--- config.mk ---
export PLATFORM = sky130hd
export DESIGN_NAME = timer_scheduler_flat
export DESIGN_NICKNAME = d
export VERILOG_FILES = /design/src/rtl/timer_scheduler_if.sv /design/src/rtl/timer_scheduler.sv /design/src/flat_wrapper.sv
export SDC_FILE = /design/constraint.sdc
export NUM_CORES = 1
export LEC_CHECK = 0
export BUFFER_PORTS_ARGS = -buffer_cell sky130_fd_sc_hd__buf_2
export CORE_MARGIN = 3
export CORE_UTILIZATION = 60
export DETAILED_ROUTE_END_ITERATION = 8
export GPL_TIMING_DRIVEN = 0
export PLACE_DENSITY = 0.8
export SLEW_MARGIN = 10
export SYNTH_ARGS = -nofsm -noshare
export SYNTH_HDL_FRONTEND = slang
export SYNTH_SLANG_ARGS = --single-unit
--- constraint.sdc ---
create_clock -name clk -period 23.8 [get_ports clk]
set_input_delay 1.19 -clock clk [delete_from_list [all_inputs] [get_ports clk]]
set_output_delay 1.19 -clock clk [all_outputs]
set_load 0.05 [all_outputs]
--- src/rtl/timer_scheduler_if.sv ---
// timer_scheduler_if
// Groups the command channel (software arm/disarm requests) and the fired
// channel (expired-slot notifications) of the timer scheduler.
//   cmd_valid/cmd_ready    : command handshake, accepted when both are high
//   cmd_arm                : 1 = arm cmd_slot with cmd_deadline, 0 = disarm it
//   cmd_slot/cmd_deadline  : target slot and absolute 64-bit mtime deadline
//   fired_valid/fired_slot : an armed slot's deadline has been reached
//   fired_ack              : consumer has taken the fired slot
// master = the software/consumer side, slave = the scheduler.
interface timer_scheduler_if;
  logic        cmd_valid;
  logic        cmd_ready;
  logic        cmd_arm;
  logic [1:0]  cmd_slot;
  logic [63:0] cmd_deadline;
  logic        fired_valid;
  logic [1:0]  fired_slot;
  logic        fired_ack;

  modport master (
    output cmd_valid, cmd_arm, cmd_slot, cmd_deadline, fired_ack,
    input  cmd_ready, fired_valid, fired_slot
  );

  modport slave (
    input  cmd_valid, cmd_arm, cmd_slot, cmd_deadline, fired_ack,
    output cmd_ready, fired_valid, fired_slot
  );
endinterface

--- src/rtl/timer_scheduler.sv ---
// timer_scheduler
// Multiplexes four software deadline slots onto one hardware mtimecmp
// comparator. After every change it scans the armed slots for the earliest
// deadline and programs mtimecmp with it (high word parked at all-ones first so
// the timer cannot fire on a half-written value). When the timer interrupt
// shows the selected deadline reached, the slot is reported on the fired
// channel until acknowledged, then disarmed and the scan repeats.
// Ports:
//   clk, rst            : clock, synchronous active-high reset
//   cmd_if (slave)      : command and fired channels
//   mtime               : current timer count
//   timer_irq           : timer interrupt (mtime >= mtimecmp)
//   timer_write_enable  : one-cycle write strobe to the timer registers
//   timer_address       : timer register address for the strobe
//   timer_write_data    : timer register data for the strobe
//   armed_mask          : bit i = slot i armed
//
// state     | meaning
// ----------+---------------------------------------------------------
// SCAN      | pick earliest armed deadline into target/sel
// WR_HI_MAX | write mtimecmp high = all-ones (park)
// WR_LO     | write mtimecmp low  = target[31:0]
// WR_HI     | write mtimecmp high = target[63:32]
// ARMED     | idle: accept commands, watch for the selected deadline
// FIRE      | report sel on the fired channel until acknowledged
module timer_scheduler #(
  parameter logic [31:0] BASE_ADDR = 32'h40004000,
  parameter int          NUM_SLOTS = 4
) (
  input  logic                 clk,
  input  logic                 rst,
  timer_scheduler_if.slave     cmd_if,
  input  logic [63:0]          mtime,
  input  logic                 timer_irq,
  output logic                 timer_write_enable,
  output logic [31:0]          timer_address,
  output logic [31:0]          timer_write_data,
  output logic [NUM_SLOTS-1:0] armed_mask
);

  localparam logic [31:0] ADDR_CMP_LO = BASE_ADDR + 32'h8;
  localparam logic [31:0] ADDR_CMP_HI = BASE_ADDR + 32'hC;

  typedef enum logic [2:0] {
    SCAN,
    WR_HI_MAX,
    WR_LO,
    WR_HI,
    ARMED,
    FIRE
  } state_t;

  state_t                 state_q, state_d;
  logic [NUM_SLOTS-1:0]   armed_q, armed_d;
  logic [63:0]            deadline_q [NUM_SLOTS];
  logic [63:0]            target_q, target_d;
  logic [1:0]             sel_q, sel_d;

  logic [63:0]            scan_min;
  logic [1:0]             scan_idx;
  logic                   scan_any;
  logic                   fire_hit;
  logic                   dl_we;
  logic                   ready;
  logic                   fire_out;
  logic                   we;
  logic [31:0]            addr;
  logic [31:0]            wdata;

  // Earliest armed deadline; strict '<' keeps the lowest index on ties.
  // With nothing armed the defaults leave target all-ones and sel 0.
  always_comb begin
    scan_min = '1;
    scan_idx = '0;
    scan_any = 1'b0;
    for (int i = 0; i < NUM_SLOTS; i++) begin
      if (armed_q[i] && (!scan_any || (deadline_q[i] < scan_min))) begin
        scan_min = deadline_q[i];
        scan_idx = 2'(i);
        scan_any = 1'b1;
      end
    end
  end

  // The irq alone is not trusted: the selected slot must still be armed and
  // its own deadline reached.
  assign fire_hit = timer_irq && armed_q[sel_q] && (mtime >= deadline_q[sel_q]);

  always_comb begin
    state_d  = state_q;
    armed_d  = armed_q;
    target_d = target_q;
    sel_d    = sel_q;
    dl_we    = 1'b0;
    ready    = 1'b0;
    fire_out = 1'b0;
    we       = 1'b0;
    addr     = '0;
    wdata    = '0;
    case (state_q)
      SCAN: begin
        target_d = scan_min;
        sel_d    = scan_idx;
        state_d  = WR_HI_MAX;
      end
      WR_HI_MAX: begin
        we      = 1'b1;
        addr    = ADDR_CMP_HI;
        wdata   = '1;
        state_d = WR_LO;
      end
      WR_LO: begin
        we      = 1'b1;
        addr    = ADDR_CMP_LO;
        wdata   = target_q[31:0];
        state_d = WR_HI;
      end
      WR_HI: begin
        we      = 1'b1;
        addr    = ADDR_CMP_HI;
        wdata   = target_q[63:32];
        state_d = ARMED;
      end
      ARMED: begin
        if (fire_hit) begin
          state_d = FIRE;
        end else begin
          ready = 1'b1;
          if (cmd_if.cmd_valid && !rst) begin
            armed_d[cmd_if.cmd_slot] = cmd_if.cmd_arm;
            dl_we   = cmd_if.cmd_arm;
            state_d = SCAN;
          end
        end
      end
      FIRE: begin
        fire_out = 1'b1;
        if (cmd_if.fired_ack) begin
          armed_d[sel_q] = 1'b0;
          state_d        = SCAN;
        end
      end
      default: state_d = SCAN;
    endcase
  end

  always_ff @(posedge clk) begin
    if (rst) begin
      state_q  <= SCAN;
      armed_q  <= '0;
      target_q <= '1;
      sel_q    <= '0;
    end else begin
      state_q  <= state_d;
      armed_q  <= armed_d;
      target_q <= target_d;
      sel_q    <= sel_d;
    end
  end

  // Deadlines are only meaningful while their armed bit is set, so they need
  // no reset.
  always_ff @(posedge clk) begin
    if (dl_we) begin
      deadline_q[cmd_if.cmd_slot] <= cmd_if.cmd_deadline;
    end
  end

  // Outputs are forced quiet combinationally so reset silences them in the
  // same cycle it is raised, not one edge later.
  assign cmd_if.cmd_ready   = ready && !rst;
  assign cmd_if.fired_valid = fire_out && !rst;
  assign cmd_if.fired_slot  = (fire_out && !rst) ? sel_q : 2'd0;
  assign timer_write_enable = we && !rst;
  assign timer_address      = rst ? 32'd0 : addr;
  assign timer_write_data   = rst ? 32'd0 : wdata;
  assign armed_mask         = rst ? '0 : armed_q;

endmodule
--- src/flat_wrapper.sv ---
// flat-port wrapper written by rule: the top's interface ports become plain ports
module timer_scheduler_flat 
#(
  parameter logic [31:0] BASE_ADDR = 32'h40004000,
  parameter int          NUM_SLOTS = 4
)
  (clk, rst, mtime, timer_irq, timer_write_enable, timer_address, timer_write_data, armed_mask, cmd_if_cmd_valid, cmd_if_cmd_arm, cmd_if_cmd_slot, cmd_if_cmd_deadline, cmd_if_fired_ack, cmd_if_cmd_ready, cmd_if_fired_valid, cmd_if_fired_slot);
  timer_scheduler_if cmd_if_i ();
  input  logic clk;
  input  logic rst;
  input  logic [63:0] mtime;
  input  logic timer_irq;
  output logic timer_write_enable;
  output logic [31:0] timer_address;
  output logic [31:0] timer_write_data;
  output logic [NUM_SLOTS-1:0] armed_mask;
  input wire logic [$bits(cmd_if_i.cmd_valid)-1:0] cmd_if_cmd_valid;
  input wire logic [$bits(cmd_if_i.cmd_arm)-1:0] cmd_if_cmd_arm;
  input wire logic [$bits(cmd_if_i.cmd_slot)-1:0] cmd_if_cmd_slot;
  input wire logic [$bits(cmd_if_i.cmd_deadline)-1:0] cmd_if_cmd_deadline;
  input wire logic [$bits(cmd_if_i.fired_ack)-1:0] cmd_if_fired_ack;
  output wire logic [$bits(cmd_if_i.cmd_ready)-1:0] cmd_if_cmd_ready;
  output wire logic [$bits(cmd_if_i.fired_valid)-1:0] cmd_if_fired_valid;
  output wire logic [$bits(cmd_if_i.fired_slot)-1:0] cmd_if_fired_slot;
  assign cmd_if_i.cmd_valid = cmd_if_cmd_valid;
  assign cmd_if_i.cmd_arm = cmd_if_cmd_arm;
  assign cmd_if_i.cmd_slot = cmd_if_cmd_slot;
  assign cmd_if_i.cmd_deadline = cmd_if_cmd_deadline;
  assign cmd_if_i.fired_ack = cmd_if_fired_ack;
  assign cmd_if_cmd_ready = cmd_if_i.cmd_ready;
  assign cmd_if_fired_valid = cmd_if_i.fired_valid;
  assign cmd_if_fired_slot = cmd_if_i.fired_slot;
  timer_scheduler #(.BASE_ADDR(BASE_ADDR), .NUM_SLOTS(NUM_SLOTS)) u_core (.clk(clk), .rst(rst), .cmd_if(cmd_if_i), .mtime(mtime), .timer_irq(timer_irq), .timer_write_enable(timer_write_enable), .timer_address(timer_address), .timer_write_data(timer_write_data), .armed_mask(armed_mask));
endmodule
==> impl_results.md <==
* Worst setup margin at 12.70 ns
* Core Area at 37800 sq um
* Final hold vios at 0
* Vias in the first global route at 18100
* Num CTS Buffers at 38
* Worst slew pin tran at 1.21 ns
* CTS tree: yes
* Startpoint Class: flop
* GRT Residual Overflow at 0
* Clock Skew at 0.0174 ns
* Crit path buf inv count at 10
* Hold Buf Count CTS at 0
* Endpoint class of the critical path: flop
* Req. time, crit path at 24.27 ns
* Longest Clk Path Bufs at 3
* Arrival time worst endpoint at 11.58 ns
* Crit path from: u_core.armed_q[0]
* Post-route ant nets at 0
* First-pass GRT wire length at 109 mm
* Die X at 202 um
* Filler cell count at 2817
* NumNets Final at 2708
* 1st-pass router iterations at 5
* RSZ-0062 raised after global routing: false
* Seq/Total Area, Yosys at 39.9%
* Placed cell count at 2791
* Post-DP HPWL at 56.9 mm
* Max-slew headroom at 19.6%
* Synthesized cell area at 23000 sq um
* Avg WL per Cell at 25.7 um
* Clock-pin slew on the worst setup and hold paths at 0.06 ns
* Final Critical Period at 11.10 ns
* Cell taking the most area after synthesis: edfxtp_1
* Resized Gates After CTS at 0
* Average size of a mapped cell at 11.1 sq um
* Final setup TNS at 0 ns
* IO Pins at 209
* Pre-CTS setup slack at 13.01 ns
* Total GRT Usage at 35.4%
* # Max-Cap Violations at 0
* R2R Path Start: u_core.armed_q[0]
* Power, Total at 1.48 mW
* Min-Delay Path Class: reg2reg
* # H-tree levels at 2
* Max Clk Rate at 90.1 MHz
* Syn Inst Count at 2068
* Non-Filler Instances at 2861
* Yosys reg bits at 331
* Final slew viol count at 0
* Slowest stage cell on the critical path: a2111oi_0
* Clock insertion delay at the later pin of the skew report at 0.56 ns
* Starting DRC count in detailed routing at 1996
* Synth top area share at 33.4%
* Top cells by area, synth: edfxtp_1, ha_1, dfxtp_1
* Leak at 11.6 nW
* CTS Root Buffer Type: clkbuf_16
* CP top delay family: simple AND/OR/NAND/NOR gates
* Vias/cell at 6.48
* Largest net degree at the start of global routing at 45
* CP Max Fanout at 10
* Setup violations, final at 0
* WS Path Type: reg2reg
* Port bufs at 180
* Status: finished clean
* Pwr dens at 56.9 nW/um^2
* Hold slack at 0.475 ns
* Cell variety after synth at 83
* Peak supply drop at 0.0578 mV
* Area Growth Syn to Fin at 13.2%
* Max incr delay on CP at 0.79 ns
* DR DRC count at 0
* FP Rows at 71
* Area of the die at 40800 sq um
* Final Cycle Share at 46.7%
* Share of layout cells above drive strength 1 at 26.0%
* Via count at 18500
* Chip Height at 202 um
* Setup Buffers After CTS at 0
* Initial antenna violation count at 4
* Initial Util at 61.0%
* Post-synth ARST share at 0%
* Sink Count at 331
* Top_reg_cell synth: edfxtp_1
* Number of flops mapped to enable cells by yosys at 256
* Hold path startpoint: u_core.target_q[52]
* Ys Warns at 0
* Post-Route WL at 73.5 mm
* Gpl congestion at 1.01
==> where the power goes <==
group / total [mW] / internal [mW] / switching [mW]
combinational: 0.244 / 0.0923 / 0.151
sequential: 0.646 / 0.635 / 0.0107
clock: 0.594 / 0.354 / 0.241
total: 1.48 / 1.08 / 0.403
==> area by class of cell <==
cell class	count	area [sq um]	share of cell area [%]
Antenna cell	4	10.0	0.0384
Buffer	132	1270	4.86
Clock buffer	44	995	3.81
Clock inverter	22	249	0.955
Inverter	165	619	2.38
Multi-Input combinational cell	1467	12100	46.4
Sequential cell	331	9190	35.2
Tap cell	511	639	2.45
Timing Repair Buffer	185	1020	3.91
==> metrics by stage <==
| stage | utilization, % | cell area, sq um |
|---|---|---|
| 4_1_cts | 69.0 | 26100 |
| 3_5_place_dp | 65.7 | 24800 |
| 6_report | 69.1 | 26100 |
| 2_1_floorplan | - | 23100 |
| 5_1_grt | 69.1 | 26100 |
| 3_3_place_gp | 65.4 | 24700 |
==> metal layers <==
metal	GRT usage, %	wire (um)	vias to the layer above	part of all wire, %
met1	48.4	28800	8970	39
met2	54.9	32900	1112	45
met4	16.4	3630	2	4.9
met3	7.26	8130	219	11
met5	0	17	-	0.023
li1	-	-	8233	-
==> synth_stat cells (all sizes together) (39+ instances only) <==
cell type	instances
a21o	39
a21oi	225
and3b	63
buf	80
clkbuf	50
dfxtp	75
edfxtp	256
ha	252
inv	165
mux2	62
mux4	65
nand2	110
nand4	52
nor2	239
o21ai	52
o31ai	66
==> cells in the final DEF, fill, tap and decap left out, types with 58 or more instances in the layout <==
cell type	instances
mux4_2	64
nor2_1	180
buf_2	188
mux2_4	58
a21oi_1	225
o31ai_2	63
inv_1	164
ha_1	252
nor2_2	58
edfxtp_1	256
and3b_1	63
dfxtp_1	75
nand2_1	110
==> cells by family after synthesis <==
family	count (synthesis)	share of synthesized area, %
simple gates	569	13.0
compound gates	489	14.8
flops	331	39.9
buf+inv	297	8.18
fa+ha+maj	252	13.7
mux	128	10.4
other cells	1	0.0163
xor+xnor	1	0.0380
==> final timing paths <==
path	end	slack, ns	cells after the start
worst max register to register	u_core.target_q[23]	12.70	41
worst min register to register	u_core.target_q[52]	0.47	2
worst min-delay path	u_core.target_q[52]	0.47	2
worst max-delay path	u_core.target_q[23]	12.70	41
==> registers in the layout, summed over array words and instances (netlist names), named ones only <==
name               flops
u_core.armed_q         4
u_core.target_q       64
u_core.state_q         3
u_core.sel_q           2
u_core.deadline_q    256
==> worst register-to-register path: cells and delay by family (launching register included) <==
family                   cells  cell delay (ns)
AND/OR/NAND/NOR             12             3.74
AO/OA/AOI/OAI               15             3.45
flip-flops                   1             0.50
adder cells (fa/ha/maj)      3             0.80
multiplexers                 1             0.35
buffers and inverters       10             2.15
No activity file was read; power rests on OpenSTA's default activity.
